[src/rtl/mips_mc_controller_pkg.sv]
// Shared definitions for the multi-cycle MIPS controller: opcodes, state
// encodings, datapath select codes and the packed control vector.
package mips_mc_controller_pkg;

  localparam logic [5:0] OP_RTYPE = 6'b000000;
  localparam logic [5:0] OP_LW    = 6'b100011;
  localparam logic [5:0] OP_SW    = 6'b101011;
  localparam logic [5:0] OP_BEQ   = 6'b000100;
  localparam logic [5:0] OP_ADDI  = 6'b001000;
  localparam logic [5:0] OP_J     = 6'b000010;

  localparam logic [1:0] ALUOP_ADD   = 2'b00;
  localparam logic [1:0] ALUOP_SUB   = 2'b01;
  localparam logic [1:0] ALUOP_FUNCT = 2'b10;
  localparam logic [1:0] ALUOP_ADDI  = 2'b11;

  localparam logic [1:0] ALUSRCB_B       = 2'b00;
  localparam logic [1:0] ALUSRCB_FOUR    = 2'b01;
  localparam logic [1:0] ALUSRCB_IMM     = 2'b10;
  localparam logic [1:0] ALUSRCB_IMM_SH2 = 2'b11;

  localparam logic [1:0] PCSRC_ALU    = 2'b00;
  localparam logic [1:0] PCSRC_ALUOUT = 2'b01;
  localparam logic [1:0] PCSRC_JUMP   = 2'b10;

  typedef enum logic [3:0] {
    S_FETCH     = 4'd0,
    S_DECODE    = 4'd1,
    S_MEM_ADDR  = 4'd2,
    S_MEM_READ  = 4'd3,
    S_MEM_WB    = 4'd4,
    S_MEM_WRITE = 4'd5,
    S_R_EXEC    = 4'd6,
    S_R_WB      = 4'd7,
    S_BRANCH    = 4'd8,
    S_ADDI_EXEC = 4'd9,
    S_ADDI_WB   = 4'd10,
    S_JUMP      = 4'd11,
    S_ILLEGAL   = 4'd12
  } state_t;

  // Every datapath control line driven by the FSM, except pc_en which also
  // needs the ALU zero flag and is formed in the top.
  typedef struct packed {
    logic       pc_write;
    logic       pc_write_cond;
    logic       iord;
    logic       mem_read;
    logic       mem_write;
    logic       ir_write;
    logic       mem_to_reg;
    logic       reg_dst;
    logic       reg_write;
    logic       alu_src_a;
    logic [1:0] alu_src_b;
    logic [1:0] alu_op;
    logic [1:0] pc_source;
    logic       instr_done;
    logic       illegal_op;
  } ctrl_t;

  // Successor of DECODE for a given opcode; anything unknown traps to ILLEGAL.
  function automatic state_t decode_next(input logic [5:0] op);
    state_t nxt;
    case (op)
      OP_RTYPE:     nxt = S_R_EXEC;
      OP_LW, OP_SW: nxt = S_MEM_ADDR;
      OP_BEQ:       nxt = S_BRANCH;
      OP_ADDI:      nxt = S_ADDI_EXEC;
      OP_J:         nxt = S_JUMP;
      default:      nxt = S_ILLEGAL;
    endcase
    return nxt;
  endfunction

endpackage

[src/rtl/mips_ctrl_decode.sv]
// Pure combinational map from controller state to the control vector.
// Unused state encodings fall through to an all-zero vector.
module mips_ctrl_decode
  import mips_mc_controller_pkg::*;
(
  input  state_t state,
  output ctrl_t  ctrl
);

  // Moore output decode: start from all-zero and raise only what each state needs
  always_comb begin
    ctrl = '0;
    case (state)
      S_FETCH: begin
        ctrl.mem_read  = 1'b1;
        ctrl.ir_write  = 1'b1;
        ctrl.alu_src_b = ALUSRCB_FOUR;
        ctrl.alu_op    = ALUOP_ADD;
        ctrl.pc_write  = 1'b1;
        ctrl.pc_source = PCSRC_ALU;
      end
      S_DECODE: begin
        ctrl.alu_src_b = ALUSRCB_IMM_SH2;
        ctrl.alu_op    = ALUOP_ADD;
      end
      S_MEM_ADDR: begin
        ctrl.alu_src_a = 1'b1;
        ctrl.alu_src_b = ALUSRCB_IMM;
        ctrl.alu_op    = ALUOP_ADD;
      end
      S_MEM_READ: begin
        ctrl.mem_read = 1'b1;
        ctrl.iord     = 1'b1;
      end
      S_MEM_WB: begin
        ctrl.reg_write  = 1'b1;
        ctrl.mem_to_reg = 1'b1;
        ctrl.reg_dst    = 1'b0;
        ctrl.instr_done = 1'b1;
      end
      S_MEM_WRITE: begin
        ctrl.mem_write  = 1'b1;
        ctrl.iord       = 1'b1;
        ctrl.instr_done = 1'b1;
      end
      S_R_EXEC: begin
        ctrl.alu_src_a = 1'b1;
        ctrl.alu_src_b = ALUSRCB_B;
        ctrl.alu_op    = ALUOP_FUNCT;
      end
      S_R_WB: begin
        ctrl.reg_write  = 1'b1;
        ctrl.reg_dst    = 1'b1;
        ctrl.instr_done = 1'b1;
      end
      S_BRANCH: begin
        ctrl.alu_src_a     = 1'b1;
        ctrl.alu_src_b     = ALUSRCB_B;
        ctrl.alu_op        = ALUOP_SUB;
        ctrl.pc_write_cond = 1'b1;
        ctrl.pc_source     = PCSRC_ALUOUT;
        ctrl.instr_done    = 1'b1;
      end
      S_ADDI_EXEC: begin
        ctrl.alu_src_a = 1'b1;
        ctrl.alu_src_b = ALUSRCB_IMM;
        ctrl.alu_op    = ALUOP_ADDI;
      end
      S_ADDI_WB: begin
        ctrl.reg_write  = 1'b1;
        ctrl.reg_dst    = 1'b0;
        ctrl.instr_done = 1'b1;
      end
      S_JUMP: begin
        ctrl.pc_write   = 1'b1;
        ctrl.pc_source  = PCSRC_JUMP;
        ctrl.instr_done = 1'b1;
      end
      S_ILLEGAL: begin
        ctrl.illegal_op = 1'b1;
      end
      default: ctrl = '0;
    endcase
  end

endmodule

[src/rtl/mips_mc_controller.sv]
// Multi-cycle MIPS control unit: state register, next-state logic,
// retired-instruction counter and the branch-qualified PC enable.
// Optional single-step gating of FETCH with macro MIPS_MC_STEP_MODE_EN.
module mips_mc_controller
  import mips_mc_controller_pkg::*;
#(
  parameter int COUNT_W = 32
) (
  input  logic               clock,
  input  logic               reset,
`ifdef MIPS_MC_STEP_MODE_EN
  input  logic               step,
`endif
  input  logic [5:0]         opcode,
  input  logic               zero,
  output logic               pc_en,
  output logic               pc_write,
  output logic               pc_write_cond,
  output logic               iord,
  output logic               mem_read,
  output logic               mem_write,
  output logic               ir_write,
  output logic               mem_to_reg,
  output logic               reg_dst,
  output logic               reg_write,
  output logic               alu_src_a,
  output logic [1:0]         alu_src_b,
  output logic [1:0]         alu_op,
  output logic [1:0]         pc_source,
  output logic               instr_done,
  output logic               illegal_op,
  output logic [COUNT_W-1:0] instr_count
);

  state_t             state;
  state_t             state_next;
  logic               is_store;
  logic               fetch_hold;
  ctrl_t              dec_ctrl;
  ctrl_t              ctrl;
  logic [COUNT_W-1:0] count_q;

  mips_ctrl_decode u_decode (
    .state (state),
    .ctrl  (dec_ctrl)
  );

`ifdef MIPS_MC_STEP_MODE_EN
  assign fetch_hold = (state == S_FETCH) && !step;
`else
  assign fetch_hold = 1'b0;
`endif

  // Reset and a held FETCH both silence every control line, so no strobe
  // reaches the datapath while an instruction is being abandoned or paused
  always_comb begin
    ctrl = dec_ctrl;
    if (reset || fetch_hold) begin
      ctrl = '0;
    end
  end

  // Next-state selection; opcode is only looked at while in DECODE
  always_comb begin
    state_next = S_FETCH;
    case (state)
      S_FETCH:     state_next = fetch_hold ? S_FETCH : S_DECODE;
      S_DECODE:    state_next = decode_next(opcode);
      S_MEM_ADDR:  state_next = is_store ? S_MEM_WRITE : S_MEM_READ;
      S_MEM_READ:  state_next = S_MEM_WB;
      S_R_EXEC:    state_next = S_R_WB;
      S_ADDI_EXEC: state_next = S_ADDI_WB;
      default:     state_next = S_FETCH;
    endcase
  end

  // State register plus the lw/sw choice captured in DECODE, so later
  // opcode changes cannot redirect MEM_ADDR
  always_ff @(posedge clock) begin
    if (reset) begin
      state    <= S_FETCH;
      is_store <= 1'b0;
    end else begin
      state <= state_next;
      if (state == S_DECODE) begin
        is_store <= (opcode == OP_SW);
      end
    end
  end

  // Retired-instruction counter, wrapping freely at 2^COUNT_W
  always_ff @(posedge clock) begin
    if (reset) begin
      count_q <= '0;
    end else if (ctrl.instr_done) begin
      count_q <= count_q + COUNT_W'(1);
    end
  end

  assign pc_en         = ctrl.pc_write | (ctrl.pc_write_cond & zero);
  assign pc_write      = ctrl.pc_write;
  assign pc_write_cond = ctrl.pc_write_cond;
  assign iord          = ctrl.iord;
  assign mem_read      = ctrl.mem_read;
  assign mem_write     = ctrl.mem_write;
  assign ir_write      = ctrl.ir_write;
  assign mem_to_reg    = ctrl.mem_to_reg;
  assign reg_dst       = ctrl.reg_dst;
  assign reg_write     = ctrl.reg_write;
  assign alu_src_a     = ctrl.alu_src_a;
  assign alu_src_b     = ctrl.alu_src_b;
  assign alu_op        = ctrl.alu_op;
  assign pc_source     = ctrl.pc_source;
  assign instr_done    = ctrl.instr_done;
  assign illegal_op    = ctrl.illegal_op;
  assign instr_count   = count_q;

endmodule

[config.mk]
export PLATFORM = sky130hd
export DESIGN_NAME = mips_mc_controller
export DESIGN_NICKNAME = d
export VERILOG_FILES = /design/src/rtl/mips_mc_controller_pkg.sv /design/src/rtl/mips_ctrl_decode.sv /design/src/rtl/mips_mc_controller.sv
export SDC_FILE = /design/constraint.sdc
export NUM_CORES = 1
export LEC_CHECK = 0
export BUFFER_PORTS_ARGS = -buffer_cell sky130_fd_sc_hd__buf_2
export CAP_MARGIN = 10
export CORE_ASPECT_RATIO = 1.2
export CORE_UTILIZATION = 39
export DETAILED_ROUTE_END_ITERATION = 7
export MAX_ROUTING_LAYER = met4
export PLACE_DENSITY = 0.61
export SYNTH_ARGS = -nofsm -noshare
export SYNTH_HDL_FRONTEND = slang
export SYNTH_HIERARCHICAL = 1
export SYNTH_SLANG_ARGS = --single-unit
[constraint.sdc]
create_clock -name clock -period 6.3 [get_ports clock]
set_input_delay 0.945 -clock clock [delete_from_list [all_inputs] [get_ports clock]]
set_output_delay 0.945 -clock clock [all_outputs]
set_load 0.03 [all_outputs]
==> results.json <==
{
  "die_area_um2": 5920,
  "p_per_area_nw_per_um2": 196,
  "p_leak_nw": 1.02,
  "slowest_stage": "dfxtp_1",
  "clkLatencyLatePin_ns": 0.28,
  "drt_first_pass_iters": 4,
  "status": "completed",
  "io_pins": 60,
  "crit_family": "simple AND/OR/NAND/NOR gates",
  "critical_path_arrival_ns": 3.53,
  "numCtsBuffers": 5,
  "maxCapViolCount": 0,
  "cp_slowest_stage_delay_ns": 0.74,
  "synth_edf_count": 0,
  "timing.final.crit_share_pct": 52.8,
  "drtAntennaViolNets": 0,
  "fmax_mhz": 301,
  "yosys_warnings": 6,
  "clk_pin_slew_ns": 0.07,
  "grt_use_total_pct": 17.8,
  "grt_overflow_total": 0,
  "post_cts_buffers": 0,
  "cts.sinks": 37,
  "fin_area_um2": 2520,
  "root_buffer": "clkbuf_8",
  "first_iter_violations": 148,
  "core_um2": 5330,
  "postCtsResizedCells": 0,
  "diodes": 0,
  "synth.area.top_cells": "dfxtp_1, or4_1, a21oi_1",
  "placed_area_um2": 2440,
  "grt_setup_unrepaired": "no",
  "synth_cell_types": 42,
  "dp_hpwl_mm": 3.49,
  "hold_viol_final": 0,
  "seq_area_frac_synth_pct": 33.8,
  "drt-total-wl_mm": 5.00,
  "synth_ff_type": "dfxtp_1",
  "routedWlPerCell_um": 13.3,
  "peakVddDrop_v": 0.000119,
  "synth_top_area_cell": "dfxtp_1",
  "async_flop_share_pct": 0,
  "worst-path-buf-inv": 0,
  "grt_pass1_wl_mm": 8.49,
  "fin_nets": 325,
  "antenna_found_initial": 0,
  "setup_viol": 0,
  "skew_ns": 0.00595,
  "synth_area_um2": 2190,
  "crit_chain": "and2b_1 -> o22ai_1 -> and4b_1 -> nand3_1 -> or4_1 -> a21oi_1",
  "start_util_pct": 41.0,
  "report.final.slew_viol_count": 0,
  "fp.dieW_um": 70.4,
  "criticalPathCategory": "reg -> reg",
  "worstMarginPinSlew_ns": 0.973,
  "holdBufCountCts": 0,
  "final_cells": 377,
  "fin_crit_ns": 3.33,
  "fin_tns_setup_ns": 0,
  "fin_util_pct": 47.3,
  "relSlewSlack_pct": 35.2,
  "place.gp.congestion": 0.770,
  "critPathLaunchType": "flop",
  "place_inst": 370,
  "yosysTopAreaCellShare_pct": 33.8,
  "cp.required_ns": 6.51,
  "synth_nets": 280,
  "cts.path.max_buffers": 2,
  "grt_pass1_vias": 1894,
  "drive_above_1_share_pct": 21.6,
  "die_h_um": 84.1,
  "via_per_inst": 5.60,
  "netlist_instances": 270,
  "endpoint_kind": "flop",
  "route.detailed.drc": 0,
  "htreeDepth": 2,
  "port_buffers": 59,
  "grt_start_max_net_pins": 57,
  "holdCritPathClass": "reg -> reg",
  "syn2layout_area_growth_pct": 15.3,
  "rows": 29,
  "synth-seq-cells": 37,
  "cts_tree": "built",
  "postSynthAreaPerCell_um2": 8.10,
  "crit_fanout": 22,
  "vias": 2113
}
-- cells in the final DEF, fill, tap and decap left out, types with 2 or more instances in the layout --
cell	count
nor3_1	8
nand2b_1	4
inv_1	2
nand2_1	14
and3_1	6
xor2_1	10
clkbuf_8	6
buf_2	59
o31ai_1	15
o21ai_0	9
nor2b_1	19
nand4_1	10
nor4_1	2
mux2i_1	2
or3_1	7
a21oi_1	25
and2_1	2
o22ai_1	3
and4_1	3
xnor2_1	4
nand3_1	16
nor2_1	18
dfxtp_1	37
or4_1	17
-- sequential cells by signal (all words and copies together) (netlist names) --
name,count
is_store,1
instr_count,32
state,4
-- final cells by class --
type	count	area [µm²]
fill	533	2810
multi-input combinational	210	1320
sequential	37	741
timing repair buffer	59	295
clock buffer	7	86.3
tap	62	77.6
inverter	2	7.51
-- path summary, 6_finish.rpt --
path                             endpoint  slack (ns)                          from  cells after the start
max          instr_count[23]$_SDFFE_PP0P_        2.97           state[1]$_SDFF_PP0_                      6
min          instr_count[31]$_SDFFE_PP0P_        0.48  instr_count[31]$_SDFFE_PP0P_                      2
max reg2reg  instr_count[23]$_SDFFE_PP0P_        2.97           state[1]$_SDFF_PP0_                      6
min reg2reg  instr_count[31]$_SDFFE_PP0P_        0.48  instr_count[31]$_SDFFE_PP0P_                      2
-- kinds of logic (layout without fill, tap and decap cells) --
| family | Yosys count | in the layout | share of synthesized area (%) |
|---|---|---|---|
| AOI/OAI and AO/OA | 60 | 60 | 16.9 |
| xor gates and xnor gates | 14 | 14 | 5.60 |
| adders and majority gates | 1 | 1 | 0.572 |
| buffers and inverters | 23 | 68 | 6.06 |
| DFF | 37 | 37 | 33.8 |
| muxes | 2 | 2 | 0.915 |
| and+or+nand+nor | 133 | 133 | 36.1 |
-- metrics by stage --
stage                     power [mW]  hold slack [ns]  setup slack [ns]
after global routing           0.518            0.504              2.63
after detailed placement       0.334            0.479              2.97
after global placement         0.334            0.467              3.06
after CTS                      0.500            0.489              2.95
after floorplan                0.317            0.460              3.46
final                          0.494            0.483              2.97
-- synth_stat cells (2+ instances only) --
cell and n:
nand2b_1 4, mux2i_1 2, nor3_1 8, or4_1 17
or3_1 7, nand3_1 16, nand2_1 14, o22ai_1 3
dfxtp_1 37, and4_1 3, buf_2 7, clkbuf_1 7
nor2_1 18, nand4_1 10, xnor2_1 4, xor2_1 10
a21oi_1 25, o21ai_0 9, and2_1 2, o31ai_1 15
nor2b_1 19, inv_1 2, buf_6 3, buf_4 4
and3_1 6, nor4_1 2
-- metal layers --
metal  GRT usage, %  vias up  share of wire [%]  routed length, µm
met5              -        -                  0                  0
met4           4.91        0               0.98                 49
met3           2.90        5                3.4                169
met2           30.1       40                 49               2430
met1           21.5      980                 47               2350
li1               -     1088                  -                  -
-- report_power, final --
part / internal, mW / leakage (nW) / switching (mW) / total (mW)
logic: 0.0293 / 0.679 / 0.0487 / 0.0781
clock network: 0.0868 / 0.0443 / 0.0797 / 0.167
registers: 0.238 / 0.299 / 0.0121 / 0.250
-- worst reg2reg max path, cell delays in order (launching register included) --
cell and delay [ns]:
dfxtp_1 0.74, and2b_1 0.26, o22ai_1 0.58, and4b_1 0.47, nand3_1 0.44, or4_1 0.61, a21oi_1 0.15
No activity file was read; power rests on OpenSTA's default activity.
